### config.mk
export PLATFORM = sky130hd
export DESIGN_NAME = mem_stream_reader
export DESIGN_NICKNAME = d
export VERILOG_FILES = /design/src/rtl/mem_stream_reader.sv
export SDC_FILE = /design/constraint.sdc
export NUM_CORES = 1
export LEC_CHECK = 0
export ABC_CLOCK_PERIOD_IN_PS = 2650
export CAP_MARGIN = 5
export CORE_UTILIZATION = 35
export DETAILED_ROUTE_END_ITERATION = 8
export GPL_TIMING_DRIVEN = 0
export PLACE_DENSITY = 0.57
export SLEW_MARGIN = 20
export SYNTH_ARGS = -nofsm -noshare
export SYNTH_HDL_FRONTEND = slang
export SYNTH_SLANG_ARGS = --single-unit
### constraint.sdc
create_clock -name clk -period 2.65 [get_ports clk]
set_input_delay 0.795 -clock clk [delete_from_list [all_inputs] [get_ports clk]]
set_output_delay 0.795 -clock clk [all_outputs]
set_load 0.03 [all_outputs]
### src/rtl/mem_stream_reader.sv
// Read-side initiator for the 1K x 16 on-chip memory: walks base..base+length-1 and streams words through a small FWFT FIFO.
// Optional MEM_STREAM_READER_CHECKSUM_EN adds an XOR checksum of every streamed word.
module mem_stream_reader #(
    parameter int ADDR_W     = 10,
    parameter int DATA_W     = 16,
    parameter int FIFO_DEPTH = 4
) (
    input  logic              clk,
    input  logic              reset,
    input  logic              start,
    input  logic [ADDR_W-1:0] base_addr,
    input  logic [ADDR_W:0]   length,
    input  logic              multi_cycle,
    input  logic [1:0]        cycle_count,
    output logic              busy,
    output logic              done,
    output logic              mem_rd_en,
    output logic [ADDR_W-1:0] mem_addr,
    output logic              mem_use_external_addr,
    output logic              mem_multi_cycle_mode,
    output logic [1:0]        mem_cycle_count,
    input  logic [DATA_W-1:0] mem_data_in,
    output logic              out_valid,
    output logic [DATA_W-1:0] out_data,
    input  logic              out_ready,
`ifdef MEM_STREAM_READER_CHECKSUM_EN
    output logic [DATA_W-1:0] checksum,
`endif
    output logic [2:0]        fsm_state
);

    localparam int PTR_W = (FIFO_DEPTH > 1) ? $clog2(FIFO_DEPTH) : 1;
    localparam int CNT_W = PTR_W + 1;
    localparam logic [CNT_W-1:0] FULL_CNT = CNT_W'(FIFO_DEPTH);

    typedef enum logic [2:0] {
        S_IDLE    = 3'd0,
        S_ISSUE   = 3'd1,
        S_READ    = 3'd2,
        S_CAPTURE = 3'd3,
        S_DRAIN   = 3'd4
    } state_t;

    state_t            state, state_nx;
    logic [ADDR_W:0]   len_q;
    logic [ADDR_W:0]   idx_q;
    logic [ADDR_W-1:0] addr_q;
    logic              mc_q;
    logic [1:0]        cc_q;
    logic [1:0]        wait_q;
    logic              zero_done_q;

    logic [DATA_W-1:0] fifo_mem [FIFO_DEPTH];
    logic [PTR_W-1:0]  wr_ptr, rd_ptr;
    logic [CNT_W-1:0]  count;

    logic accept, push, pop, rd_last, last_word, drain_done;

    // Handshake: a word transfers on every cycle where out_valid && out_ready; out_data is the FIFO head.
    assign accept    = (state == S_IDLE) && start;
    assign push      = (state == S_CAPTURE);
    assign out_valid = (count != '0);
    assign pop       = out_valid && out_ready;
    assign out_data  = out_valid ? fifo_mem[rd_ptr] : '0;
    assign rd_last   = (wait_q == (mc_q ? cc_q : 2'd0));
    assign last_word = ((idx_q + 1'b1) == len_q);

    always_comb begin
        state_nx   = state;
        drain_done = 1'b0;
        case (state)
            S_IDLE:    if (start && (length != '0)) state_nx = S_ISSUE;
            S_ISSUE:   if (count < FULL_CNT) state_nx = S_READ;
            S_READ:    if (rd_last) state_nx = S_CAPTURE;
            S_CAPTURE: state_nx = last_word ? S_DRAIN : S_ISSUE;
            S_DRAIN: begin
                if (pop && (count == CNT_W'(1))) begin
                    drain_done = 1'b1;
                    state_nx   = S_IDLE;
                end
            end
            default:   state_nx = S_IDLE;
        endcase
    end

    assign busy                  = (state != S_IDLE);
    assign done                  = zero_done_q | drain_done;
    assign mem_rd_en             = (state == S_READ);
    assign mem_addr              = addr_q;
    assign mem_use_external_addr = 1'b1;
    assign mem_multi_cycle_mode  = mc_q;
    assign mem_cycle_count       = cc_q;
    assign fsm_state             = state;

    always_ff @(posedge clk) begin
        if (reset) begin
            state       <= S_IDLE;
            len_q       <= '0;
            idx_q       <= '0;
            addr_q      <= '0;
            mc_q        <= 1'b0;
            cc_q        <= 2'd0;
            wait_q      <= 2'd0;
            zero_done_q <= 1'b0;
        end else begin
            state       <= state_nx;
            zero_done_q <= accept && (length == '0);
            if (accept) begin
                addr_q <= base_addr;
                len_q  <= length;
                mc_q   <= multi_cycle;
                cc_q   <= cycle_count;
                idx_q  <= '0;
            end else if (push) begin
                addr_q <= addr_q + 1'b1;
                idx_q  <= idx_q + 1'b1;
            end
            // Wait counter runs only in READ so every read starts from zero.
            if ((state == S_READ) && !rd_last) wait_q <= wait_q + 2'd1;
            else                               wait_q <= 2'd0;
        end
    end

    always_ff @(posedge clk) begin
        if (push) fifo_mem[wr_ptr] <= mem_data_in;
    end

    always_ff @(posedge clk) begin
        if (reset) begin
            wr_ptr <= '0;
            rd_ptr <= '0;
            count  <= '0;
        end else begin
            if (push) wr_ptr <= wr_ptr + 1'b1;
            if (pop)  rd_ptr <= rd_ptr + 1'b1;
            case ({push, pop})
                2'b10:   count <= count + 1'b1;
                2'b01:   count <= count - 1'b1;
                default: count <= count;
            endcase
        end
    end

`ifdef MEM_STREAM_READER_CHECKSUM_EN
    always_ff @(posedge clk) begin
        if (reset || accept) checksum <= '0;
        else if (pop)        checksum <= checksum ^ out_data;
    end
`endif

endmodule

# After elaboration in Yosys (flattened, before gate mapping)
# Memories as Yosys holds them, arrays and structs flattened. A register that Yosys moved wholly into a read port is not among the register bits.
# Cells that the tools add are included.
[totals]
register_bits = 48
ram_bits = 64
out_inout_bits = 37
wordCells = 69
mem_count = 1
[mem_list]
columns = ["memory", "depth", "word_bits", "rd", "rd_clocked_by_memory_dff", "wr", "line", "source"]
rows = [
  ["fifo_mem", 4, 16, 1, 1, 1, "53", "logic [DATA_W-1:0] fifo_mem [FIFO_DEPTH];"],
]
[op_classes]
n_addsub = 7
order_cmp = 1
n_eq_ne = 13
muxes = 17
bitwise_logic = 2
reduce_logical = 17
[ops]
columns = ["op", "count"]
rows = [
  ["2-to-1 mux 10 bit", 2],
  ["2-to-1 mux 16 bit", 1],
  ["2-to-1 mux 3 bit", 5],
  ["case mux 3 bit (5 select lines)", 1],
  ["adder 11 x 1 -> 11 bit, second input constant", 1],
  ["equality test 11 bit", 1],
  ["zero test 11 bit", 1],
  ["nonzero test 11 bit", 1],
  ["adder 10 x 1 -> 10 bit, second input constant", 1],
  ["adder 2 x 1 -> 2 bit, second input constant", 3],
  ["equality test 3 x 1 -> 1 bit, second input constant", 2],
  ["equality test 3 x 2 -> 1 bit, second input constant", 2],
  ["logical AND 1 bit", 6],
  ["2-to-1 mux 2 bit", 3],
  ["case mux 3 bit (2 select lines)", 1],
  ["nonzero test 3 bit", 2],
  ["2-to-1 mux 1 bit", 4],
  ["!= test 2 x 1 -> 1 bit, second input constant", 2],
  ["!= test 2 bit, second input constant", 2],
  ["AND reduction 4 bit", 1],
  ["nonzero test 2 bit", 2],
  ["OR reduction 2 bit", 2],
  ["adder 3 x 1 -> 3 bit, second input constant", 1],
  ["equality test 3 bit, second input constant", 1],
  ["other kinds (9)", 9],
]

# Longest topological paths before layout
[logic_depth]
ltp_word = 6
depth_mapped = 9
depth_no_buf = 8

# Worst setup path after synthesis
# No wires, ideal clock.
[synth_timing]
path_kind = "register to output"
startpoint = "register with a tool-made name"
endpoint = "output out_data[10]"
arrival_ps = 1589
slack_ps = 266
path_stages_with_launch = 5
path_cell_list = "dfxtp_1 > buf_2 > buf_2 > mux4_2 > and2_1"
[synth_rtl]
columns = ["element", "line", "source"]
rows = [
  ["to (decl)", "24", "output logic [DATA_W-1:0] out_data,"],
]

==> metrics.cfg <==
[timing]
grt_setup_unrepaired = yes
hold_viol_final = 0
period_share_pct = 100
max_freq_mhz = 376
setup_violations = 1
period_minus_slack_ns = 2.66
drv_slew = 0
worst_slack_ns = -0.00709
fin_hold_ws_ns = 0.475
skew_ns = 0.00710
tightestPinTransition_ns = 0.650
fin_setup_tns_ns = -0.00709
relSlewSlack_pct = 56.7

[detailed_routing]
drcViolationCount = 0
drt-initial-drc-count = 211
viasPerCell = 4.91
wire_per_inst_um = 16.2
drt_wl_total_mm = 11.8
postRouteAntennaNets = 0
drt_pass1_iterations = 4
dr_total_vias = 3583

[logic_synthesis]
synthCells = 428
synthArstFlopShare_pct = 0
synth_seq_area_share_pct = 58.1
syn-cell-area_um2 = 5030
synth-main-ff-cell = edfxtp_1
synth_seq_cells = 114
yosysWarnings = 0
synthTopCellsByArea = edfxtp_1 (38%), dfxtp_1 (20%), mux4_2 (7.2%)
synth-edff-count = 64
syn_nets = 483
synth.distinct_cells = 52
avgSynthCellArea_um2 = 11.8
yosys.area.top_type = edfxtp_1
synth_top_area_share_pct = 38.2

[cells_and_area]
diodes = 0
final_cells = 730
areaGrowthSynthToFinish_pct = 36.8
drive_gt1_share_pct = 21.1
nNetsFinal = 592
num-fill-cells = 1247

[worst_setup_path]
worstSetupPathType = flip-flop to output port
arrival_ns = 1.86
cp.required_ns = 1.86
end_kind = output port
crit_fanout = 4
reg2reg_from = fsm_state[1]
critPathLaunchType = flip-flop

[power_and_ir_drop]
leakage_nw = 2.47
power_density_nw_per_um2 = 912
p_switching_mw = 1.90
seqPwrFrac_pct = 33.9
internal_power_mw = 4.38
pwr-share-comb_pct = 29.2
clockPowerShare_pct = 36.9
ir_drop_mv = 0.389
p_sw_share_pct = 30.3

[clock_tree]
htreeDepth = 4
clk_pin_slew_worst_paths_ns = 0.06
clock-sinks = 114
clk_latency_ns = 0.42
cts_tree = yes
clockRootBuffer = clkbuf_16
cts_inserted_buffers = 17
cts_buffer_depth = 2
cts_hold_buffers = 0

[place]
placed_cells = 687
dpl.hpwl_mm = 7.93
port_buffers = 79
gp_congestion = 0.829

[floorplan]
io_pins = 81
die_x_um = 122
dieArea_um2 = 14900
rows = 43
die_h_um = 122
core_um2 = 13900
start_util_pct = 36.1

[grt]
grt_pass1_wl_mm = 18.9
grt_pass1_vias = 3581
grt.overflow.total = 0
grt_max_degree = 17
antenna_found_initial = 1
track_usage_pct = 17.3

[hold_path]
holdCritStartpoint = len_q[5]
hold_path.class = flip-flop to flip-flop

[status]
violations = negative setup slack
status = finished with violations

[flow_run]
max_cap_viol_count = 0

[final timing paths]
kind,end,slack (ns),cells after the start
worst max-delay path,out_data[10],-0.007,6
worst min-delay path,len_q[5],0.48,2
worst max register to register,count[2],0.28,8
worst min register to register,len_q[5],0.48,2
[cell families (layout without fill, tap and decap cells)]
group	after synthesis	in the layout	synth area share, %
other cells	1	1	0.0745
fa+ha+maj	11	11	2.73
xor+xnor	32	32	5.57
flops	114	114	58.1
buf+inv	36	158	3.01
simple gates	159	159	16.1
mux	17	17	7.36
compound gates	58	58	7.13
[layer usage]
layer  part of all wire (%)  global-route usage, %
met1                     45                   21.0
met4                    1.3                   5.71
met5                   0.11                      0
met2                     50                   28.8
met3                    4.1                   5.90
[cell usage in the layout (no fill, tap or decap), types with 4 or more instances in the layout]
cell	n
dfxtp_1	47
clkbuf_16	17
a21oi_1	23
clkbuf_1	11
a31oi_1	4
and2_4	10
mux4_2	16
nand3_1	10
ha_1	10
edfxtp_1	64
xnor2_1	15
buf_6	19
nor4_1	4
nor3_1	9
o21ai_0	10
buf_2	5
nand2_1	46
clkdlybuf4s50_1	58
or2_2	4
and2_2	4
clkinvlp_4	4
xor2_1	17
inv_1	11
nand4_1	4
nor2_1	37
and3_1	6
a211oi_1	4
a221oi_1	4
and2_1	8
buf_4	8
[flip-flops by register name, summed over array words and instances (netlist names), named ones only]
name	flops
count	3
wr_ptr	2
len_q	11
mem_addr	10
mem_cycle_count	2
idx_q	11
zero_done_q	1
rd_ptr	2
mem_multi_cycle_mode	1
fifo_mem	64
fsm_state	3
wait_q	2
[power groups by stage]
| stage | Sequential [mW] | Clock (mW) | Combinational [mW] |
|---|---|---|---|
| final | 2.13 | 2.32 | 1.84 |
| after floorplan | 2.21 | 0 | 0.928 |
| after global placement | 2.14 | 0 | 1.56 |
| after global routing | 2.15 | 2.44 | 1.99 |
| after CTS | 2.13 | 2.36 | 1.82 |
| after detailed placement | 2.15 | 0 | 1.57 |
[final cells by class]
class / instances / area, um^2 / area share (%)
Timing Repair Buffer: 92 / 935 / 13.6
Clock inverter: 15 / 180 / 2.62
Multi-Input combinational cell: 278 / 2030 / 29.4
Tap cell: 180 / 225 / 3.27
Buffer: 21 / 118 / 1.71
Inverter: 13 / 48.8 / 0.709
Clock buffer: 17 / 425 / 6.18
Sequential cell: 114 / 2930 / 42.5
[synth_stat cells, types with 2 or more instances]
| master | number |
|---|---|
| or2_2 | 4 |
| a211o_1 | 2 |
| and2_1 | 22 |
| xor2_1 | 17 |
| and3_1 | 6 |
| dfxtp_1 | 50 |
| o21ai_0 | 10 |
| buf_2 | 4 |
| clkbuf_1 | 14 |
| edfxtp_1 | 64 |
| a211oi_1 | 4 |
| nand3_1 | 10 |
| inv_1 | 11 |
| inv_2 | 2 |
| nor2_1 | 37 |
| a31oi_1 | 4 |
| nand4_1 | 4 |
| o21ai_1 | 2 |
| mux4_2 | 16 |
| nand2_1 | 46 |
| a21oi_1 | 23 |
| buf_1 | 3 |
| a221oi_1 | 4 |
| nor3_1 | 11 |
| xnor2_1 | 15 |
| ha_1 | 11 |
| nor4_1 | 4 |
| nor4bb_1 | 2 |
| nand2b_1 | 3 |
[metrics by stage]
stage	setup WS (ns)	utilization [%]	instance area, um^2	power [mW]
after floorplan	0.266	-	5030	3.14
after global placement	-0.767	43.4	6050	3.70
after detailed placement	-0.768	43.4	6050	3.72
after global routing	-0.0654	49.4	6890	6.57
final	-0.00709	49.4	6890	6.28
after CTS	-0.211	49.1	6840	6.30
[critical path, cell delays in order (launching register included)]
cell	delay, ns
dfxtp_2	0.34
buf_8	0.11
buf_12	0.11
buf_12	0.10
mux4_2	0.50
and2_4	0.16
buf_6	0.13
[repair_timing]
item	4_1_cts	5_1_grt
buffers inserted	8	5
pin swaps	4	9
setup endpoints to repair	20	83
resized for setup	133	33
gates cloned	1	0
(Power assumes the default switching activity.)
